**src/rtl/crc_parity_codec.sv**
```systemverilog
// rtl/crc_parity_codec.sv - serial CRC + even-parity encoder / single-error-correcting checker
module crc_parity_codec #(
  parameter int DATA_W = 11,
  parameter int CRC_W = 4,
  parameter logic [CRC_W-1:0] POLY = 4'b0011,
  parameter logic [CRC_W-1:0] INIT = '0,
  localparam int N = DATA_W + CRC_W,
  localparam int CW = N + 1
) (
  input  logic          clk,
  input  logic          reset,
  input  logic          in_valid,
  output logic          in_ready,
  input  logic          mode,
  input  logic [CW-1:0] in_data,
  output logic          out_valid,
  input  logic          out_ready,
  output logic [CW-1:0] out_data,
  output logic [1:0]    out_status,
  output logic          busy
);

  localparam int CNT_W = $clog2(DATA_W + 1);

  typedef enum logic [1:0] {IDLE, CALC, SEARCH, DONE} state_t;

  state_t state, state_n;

  logic [CW-1:0]     word;
  logic [CW-1:0]     mask;
  logic [DATA_W-1:0] dsh;
  logic              md;
  logic [CRC_W-1:0]  crc, crc_n, syn, syn_n, r, r_n;
  logic [CNT_W-1:0]  cnt;
  logic              fb, pe, last;

  always_comb begin
    fb    = crc[CRC_W-1] ^ dsh[DATA_W-1];
    crc_n = {crc[CRC_W-2:0], 1'b0} ^ (fb ? POLY : '0);
    syn_n = crc_n ^ word[CRC_W:1];
    pe    = ^word;
    // r tracks x^p mod g, the syndrome a single error at position p would produce
    r_n   = {r[CRC_W-2:0], 1'b0} ^ (r[CRC_W-1] ? POLY : '0);
    last  = (cnt == CNT_W'(DATA_W - 1));
  end

  always_ff @(posedge clk or negedge reset) begin
    if (!reset) state <= IDLE;
    else        state <= state_n;
  end

  always_comb begin
    state_n   = state;
    in_ready  = 1'b0;
    out_valid = 1'b0;
    busy      = 1'b1;
    case (state)
      IDLE: begin
        in_ready = reset;
        busy     = 1'b0;
        if (in_valid) state_n = CALC;
      end
      CALC: begin
        if (last) begin
          if (md && (syn_n != '0) && pe) state_n = SEARCH;
          else                           state_n = DONE;
        end
      end
      SEARCH: begin
        if ((r == syn) || mask[CW-1]) state_n = DONE;
      end
      DONE: begin
        out_valid = 1'b1;
        if (out_ready) state_n = IDLE;
      end
      default: state_n = IDLE;
    endcase
  end

  always_ff @(posedge clk or negedge reset) begin
    if (!reset) begin
      word       <= '0;
      mask       <= '0;
      dsh        <= '0;
      md         <= 1'b0;
      crc        <= '0;
      syn        <= '0;
      r          <= '0;
      cnt        <= '0;
      out_data   <= '0;
      out_status <= 2'b00;
    end else begin
      case (state)
        IDLE: begin
          if (in_valid) begin
            word <= in_data;
            dsh  <= in_data[CW-1 -: DATA_W];
            md   <= mode;
            crc  <= INIT;
            cnt  <= '0;
          end
        end
        CALC: begin
          crc <= crc_n;
          dsh <= {dsh[DATA_W-2:0], 1'b0};
          cnt <= cnt + 1'b1;
          if (last) begin
            if (!md) begin
              out_data   <= {word[CW-1 -: DATA_W], crc_n, ^{word[CW-1 -: DATA_W], crc_n}};
              out_status <= 2'b00;
            end else if (syn_n == '0) begin
              out_data   <= word ^ {{(CW-1){1'b0}}, pe};
              out_status <= {1'b0, pe};
            end else if (!pe) begin
              out_data   <= word;
              out_status <= 2'b10;
            end else begin
              syn  <= syn_n;
              r    <= CRC_W'(1);
              mask <= CW'(2);
            end
          end
        end
        SEARCH: begin
          if (r == syn) begin
            out_data   <= word ^ mask;
            out_status <= 2'b01;
          end else if (mask[CW-1]) begin
            out_data   <= word;
            out_status <= 2'b10;
          end else begin
            r    <= r_n;
            mask <= {mask[CW-2:0], 1'b0};
          end
        end
        default: ;
      endcase
    end
  end

endmodule

```
**config.mk**
```make
export PLATFORM = sky130hd
export DESIGN_NAME = crc_parity_codec
export DESIGN_NICKNAME = d
export VERILOG_FILES = /design/src/rtl/crc_parity_codec.sv
export SDC_FILE = /design/constraint.sdc
export NUM_CORES = 1
export LEC_CHECK = 0
export BUFFER_PORTS_ARGS = -buffer_cell sky130_fd_sc_hd__buf_2
export CELL_PAD_IN_SITES_DETAIL_PLACEMENT = 1
export CELL_PAD_IN_SITES_GLOBAL_PLACEMENT = 2
export CORE_MARGIN = 1
export CORE_UTILIZATION = 38
export DETAILED_ROUTE_END_ITERATION = 6
export PLACE_DENSITY = 0.85
export SYNTH_ARGS = -nofsm -noshare
export SYNTH_HDL_FRONTEND = slang
export SYNTH_SLANG_ARGS = --single-unit
```
**constraint.sdc**
```tcl
create_clock -name clk -period 3.1 [get_ports clk]
set_input_delay 0.62 -clock clk [delete_from_list [all_inputs] [get_ports clk]]
set_output_delay 0.62 -clock clk [all_outputs]
set_load 0.03 [all_outputs]
```
# Yosys cells after proc, flatten, opt, wreduce, memory -nomap -nowiden
# Index checks and enable logic that the tools add are counted.
# word_totals
regBits	80
output_inout_bits	21
# op_classes
add_sub_neg	1
n_eq_ne	16
muxes	44
bitwise	7
n_reduce_logical	17
# op_table
operator	n
16-bit two-way mux	12
16-bit one-hot mux with 2 select lines	2
4-bit two-way mux	7
2-bit two-way mux	12
4-bit one-hot mux with 2 select lines	3
11-bit one-hot mux with 2 select lines	1
2-bit != test, second input constant	9
16-bit parity	1
16-bit by 1-bit bitwise XOR with 16-bit output	1
16-bit bitwise XOR	1
15-bit parity	1
11-bit two-way mux	1
2-bit one-hot mux with 4 select lines	1
4-bit AND reduction	2
4-bit by 2-bit bitwise XOR with 4-bit output	2
7-bit AND reduction	1
6-bit AND reduction	1
5-bit AND reduction	1
4-bit by 1-bit adder with 4-bit output, second input constant	1
2-bit == test, second input constant	2
4-bit == test	1
4-bit == test, second input constant	1
4-bit logical NOT	1
1-bit two-way mux	4
other kinds (13)	16

# Logic depth before layout (Yosys ltp)
# logic_depth
word_depth	10
ltp_mapped	11

# Worst setup path after synthesis
# OpenSTA, ideal clock, no wires.
# synth_path
kind	register -> register
start	register word[7]
end	register mask[10]
setup_time_ns	0.121
t_arrival_ns	2.230
required_ns	2.979
slack_ns	0.749
stages_incl_launch_ff	9
period_less_slack_ns	2.351
path_cell_list	dfrtp_1 > xor2_1 > xnor2_1 > xnor3_2 > xnor2_2 > nor2_1 > o22ai_2 > buf_6 > a22o_2
# synth_between
elab_chain_len	3
# synth_rtl
item	line	text
start, declared	29	logic [CW-1:0] word;
start signal, assigned	96	word <= in_data;
16-bit parity	41	pe = ^word;
2-bit != test (no source line)	n/a	
7-bit AND reduction (no source line)	n/a	
end signal, assigned	133	mask <= {mask[CW-2:0], 1'b0};
end, declared	30	logic [CW-1:0] mask;
# Every way passes these cells.
# A chain may end at the register's enable or synchronous reset.

# Final worst setup path
# layout_path
start	register word[7]
end	register out_status[1]
# layout_between
elab_chain_len	3
# layout_rtl
item	line	text
16-bit parity	41	
4-bit != test (no source line)	n/a	
4-bit AND reduction (no source line)	n/a	
end signal, assigned	113	out_status <= {1'b0, pe};
end, declared	19	output logic [1:0] out_status,
# Every way passes these cells.

==> results.json <==
{
  "grt_antenna_before_repair": 0,
  "cts_hold_buf": 0,
  "ratio_of_final_minimum_period_to_clock_period_pct": 89.4,
  "post_synthesis_cell_area_mm2": 0.00385,
  "grt-ovfl-total": 0,
  "clock_transition_time_at_the_flip_flop_clock_pins_of_the_worst_setup_and_hold_paths_ps": 80,
  "synth_async_sr_flop_share_pct": 100,
  "tritoncts_num_sinks": 79,
  "dr_total_vias": 2711,
  "synth.yosys.seq_area_share_pct": 51.4,
  "synthesized_instance_count": 361,
  "hold_viol": 0,
  "placementRows": 36,
  "power-per-cell-area_mw_per_mm2": 1310,
  "global_route_usage_over_all_layers_pct": 18.8,
  "status": "finished, final reports clean",
  "fillerInstances": 1109,
  "class_of_the_tightest_hold_or_removal_check": "in -> async",
  "first_drt_iteration_drcs": 76,
  "crit_path_cell_trace": "xor2_1 > xnor2_1 > xnor3_2 > xnor2_2 > o311a_2 > mux2_2",
  "dominantRegCellSynth": "sky130_fd_sc_hd__dfrtp_1",
  "synth_top_cell_area_share_pct": 51.4,
  "layout_min_cycle_time_ps": 2770,
  "setup_violations": 0,
  "htreeDepth": 3,
  "fin_hold_ws_ps": 173,
  "cap_violations": 0,
  "max_freq_ghz": 0.361,
  "fin_nets": 427,
  "synthDominantAreaCellType": "sky130_fd_sc_hd__dfrtp_1",
  "critical_path.max_stage_delay_ps": 670,
  "post-cts-setup-buffer-count": 0,
  "grt_pass1_wl_um": 14500,
  "setup.worst_path.class": "reg -> reg",
  "cp_data_required_time_ps": 3340,
  "drc": 0,
  "cts.root.buffer_cell": "sky130_fd_sc_hd__clkbuf_8",
  "clk_latency_ps": 360,
  "place_hpwl_um": 6540,
  "place.port_buffers": 41,
  "number_of_flops_mapped_to_enable_cells_by_yosys": 0,
  "worst-slew-pin-transition_ps": 783,
  "clock_tree_from_tritoncts": "built",
  "timing.critical_path.to_type": "flip-flop",
  "cts-root-to-sink-buffers": 2,
  "rrSetupSlack_ps": 330,
  "yosys_register_bits": 79,
  "antennaDiodeCount": 0,
  "timing.slew.headroom_pct": 47.7,
  "placeableCoreArea_mm2": 0.00977,
  "io-pin-count": 42,
  "synth.avg_cell_area_um2": 10.7,
  "cp_num_buf_inv": 0,
  "critical_path.startpoint": "word[7]",
  "tns_ps": 0,
  "ir_worst_vdd_uv": 569,
  "fp.dieArea_mm2": 0.0105,
  "routabilityCongestion": 0.802,
  "cp_max_fo": 34,
  "post_cts.resized_instances": 0,
  "final_report_max_slew_violation_count": 0,
  "worst_ep_arrival_time_ps": 3010,
  "synthTopCellsByCount": "79 x sky130_fd_sc_hd__dfrtp_1, 47 x sky130_fd_sc_hd__nand2_1, 28 x sky130_fd_sc_hd__nor2_1",
  "rsz0062_at_grt": "no",
  "power.static_leakage_nw": 1.97,
  "die_w_um": 103,
  "synthToLayoutAreaGrowth_pct": 13.1,
  "critical_path.startpoint_type": "flip-flop",
  "initial_utilization_pct": 39.4,
  "reg2reg_from": "word[7]",
  "cts_inserted_buffers": 9,
  "critPathTopFamily": "XOR/XNOR gates",
  "grt_max_degree": 56,
  "synth_nets": 388,
  "routed_wirelength_um": 8970,
  "grt_pass1_vias": 2766,
  "drt.antenna.violating_nets": 0,
  "synth.distinct_cells": 45,
  "number_of_detailed_route_iterations_in_the_first_pass": 4,
  "yosysWarningCount": 0,
  "post-synth-top-count-cell": "sky130_fd_sc_hd__dfrtp_1",
  "floorplan.die.height_um": 103,
  "routed_wire_length_per_instance_um": 16.7,
  "routed_via_density": 5.04,
  "cell_types_with_the_largest_area_share_after_synthesis": "sky130_fd_sc_hd__dfrtp_1 51%, sky130_fd_sc_hd__xor2_1 5.7%, sky130_fd_sc_hd__mux2_2 5.6%, sky130_fd_sc_hd__nand2_1 4.6%, sky130_fd_sc_hd__a22o_2 4.2%",
  "critical_path.slowest_cell": "sky130_fd_sc_hd__o311a_2",
  "drive_gt1_share_pct": 26.2,
  "clock-skew-final_ps": 7.95
}
layout make-up:
class	instances	area [um2]	area share (%)
inverters	10	37.5	0.863
clock buffers	11	151	3.48
clock inverters	5	32.5	0.748
multi-input cells	253	1730	39.8
well taps	133	166	3.83
flip-flops and latches	79	1980	45.4
repair buffers	47	253	5.81
worst register-to-register path: cells and delay by family (launching register included):
kind / cells / cell delay (ps)
AO/OA/AOI/OAI: 1 / 670
flip-flops: 1 / 420
multiplexers: 1 / 430
XOR/XNOR: 4 / 1140
layout by cell type (no fill, tap or decap), types with 3 or more instances in the layout:
cell / synthesis / layout
sky130_fd_sc_hd__dfrtp_1: 79 / 79
sky130_fd_sc_hd__nand2_1: 47 / 47
sky130_fd_sc_hd__buf_2: 5 / 40
sky130_fd_sc_hd__nor2_1: 28 / 28
sky130_fd_sc_hd__o21ai_0: 25 / 25
sky130_fd_sc_hd__xor2_1: 25 / 25
sky130_fd_sc_hd__mux2_2: 19 / 19
sky130_fd_sc_hd__a21oi_1: 19 / 19
sky130_fd_sc_hd__a22o_2: 16 / 16
sky130_fd_sc_hd__xnor2_1: 14 / 14
sky130_fd_sc_hd__mux2i_1: 11 / 11
sky130_fd_sc_hd__clkbuf_8: 0 / 11
sky130_fd_sc_hd__inv_1: 9 / 9
sky130_fd_sc_hd__buf_4: 0 / 7
sky130_fd_sc_hd__a31oi_1: 6 / 6
sky130_fd_sc_hd__ha_1: 6 / 6
sky130_fd_sc_hd__nor3_1: 4 / 4
sky130_fd_sc_hd__and3_1: 3 / 3
sky130_fd_sc_hd__o22ai_1: 3 / 3
sky130_fd_sc_hd__clkinvlp_4: 0 / 3
per-layer routing:
layer	up-vias	share of wire [%]	GRT usage, %	routed length (um)
met4	0	1.6	8.57	142
met5	-	0	0	0
li1	1311	-	-	-
met1	1360	50	26.9	4490
met2	31	46	28.4	4160
met3	9	2.0	2.64	182
power breakdown:
part	internal [mW]	total, mW	switching (mW)
sequential	1.43	1.78	0.348
combinational	1.33	3.21	1.88
clock	0.332	0.718	0.387
total	3.09	5.71	2.62
flip-flops by register name (all words and copies together) (netlist names):
register    flops
out_data       16
word           16
mask           15
dsh            11
cnt             4
crc             4
r               4
syn             4
out_status      2
state           2
md              1
cells by family (layout without fill, tap and decap cells):
group           after synthesis  after routing  share of synthesized area (%)
flops                        79             79                           51.4
mux                          30             30                           8.42
xor+xnor                     41             41                           9.92
buf+inv                      29             73                           3.58
compound gates               81             81                           14.2
simple gates                 95             95                           10.5
fa+ha+maj                     6              6                           1.95
final timing paths:
kind | depth (start not counted) | to
worst max register to register | 6 | out_status[1]
min in group clk | 2 | syn[0]
worst max-delay path | 6 | out_status[1]
worst min register to register | 2 | syn[0]
max in group asynchronous | 2 | mask[4]
worst min-delay path | 1 | out_data[4]
metrics by stage:
stage	instance area (um2)	power [mW]	cells	setup WS (ps)	util [%]
after floorplan	3850	4.30	361	749	-
after detailed placement	4170	5.04	522	346	42.6
final	4350	5.71	538	328	44.5
after global placement	4170	4.92	522	435	42.6
after CTS	4350	5.78	538	314	44.5
after global routing	4350	6.17	538	151	44.5
Power figures use the tool's default switching activity.
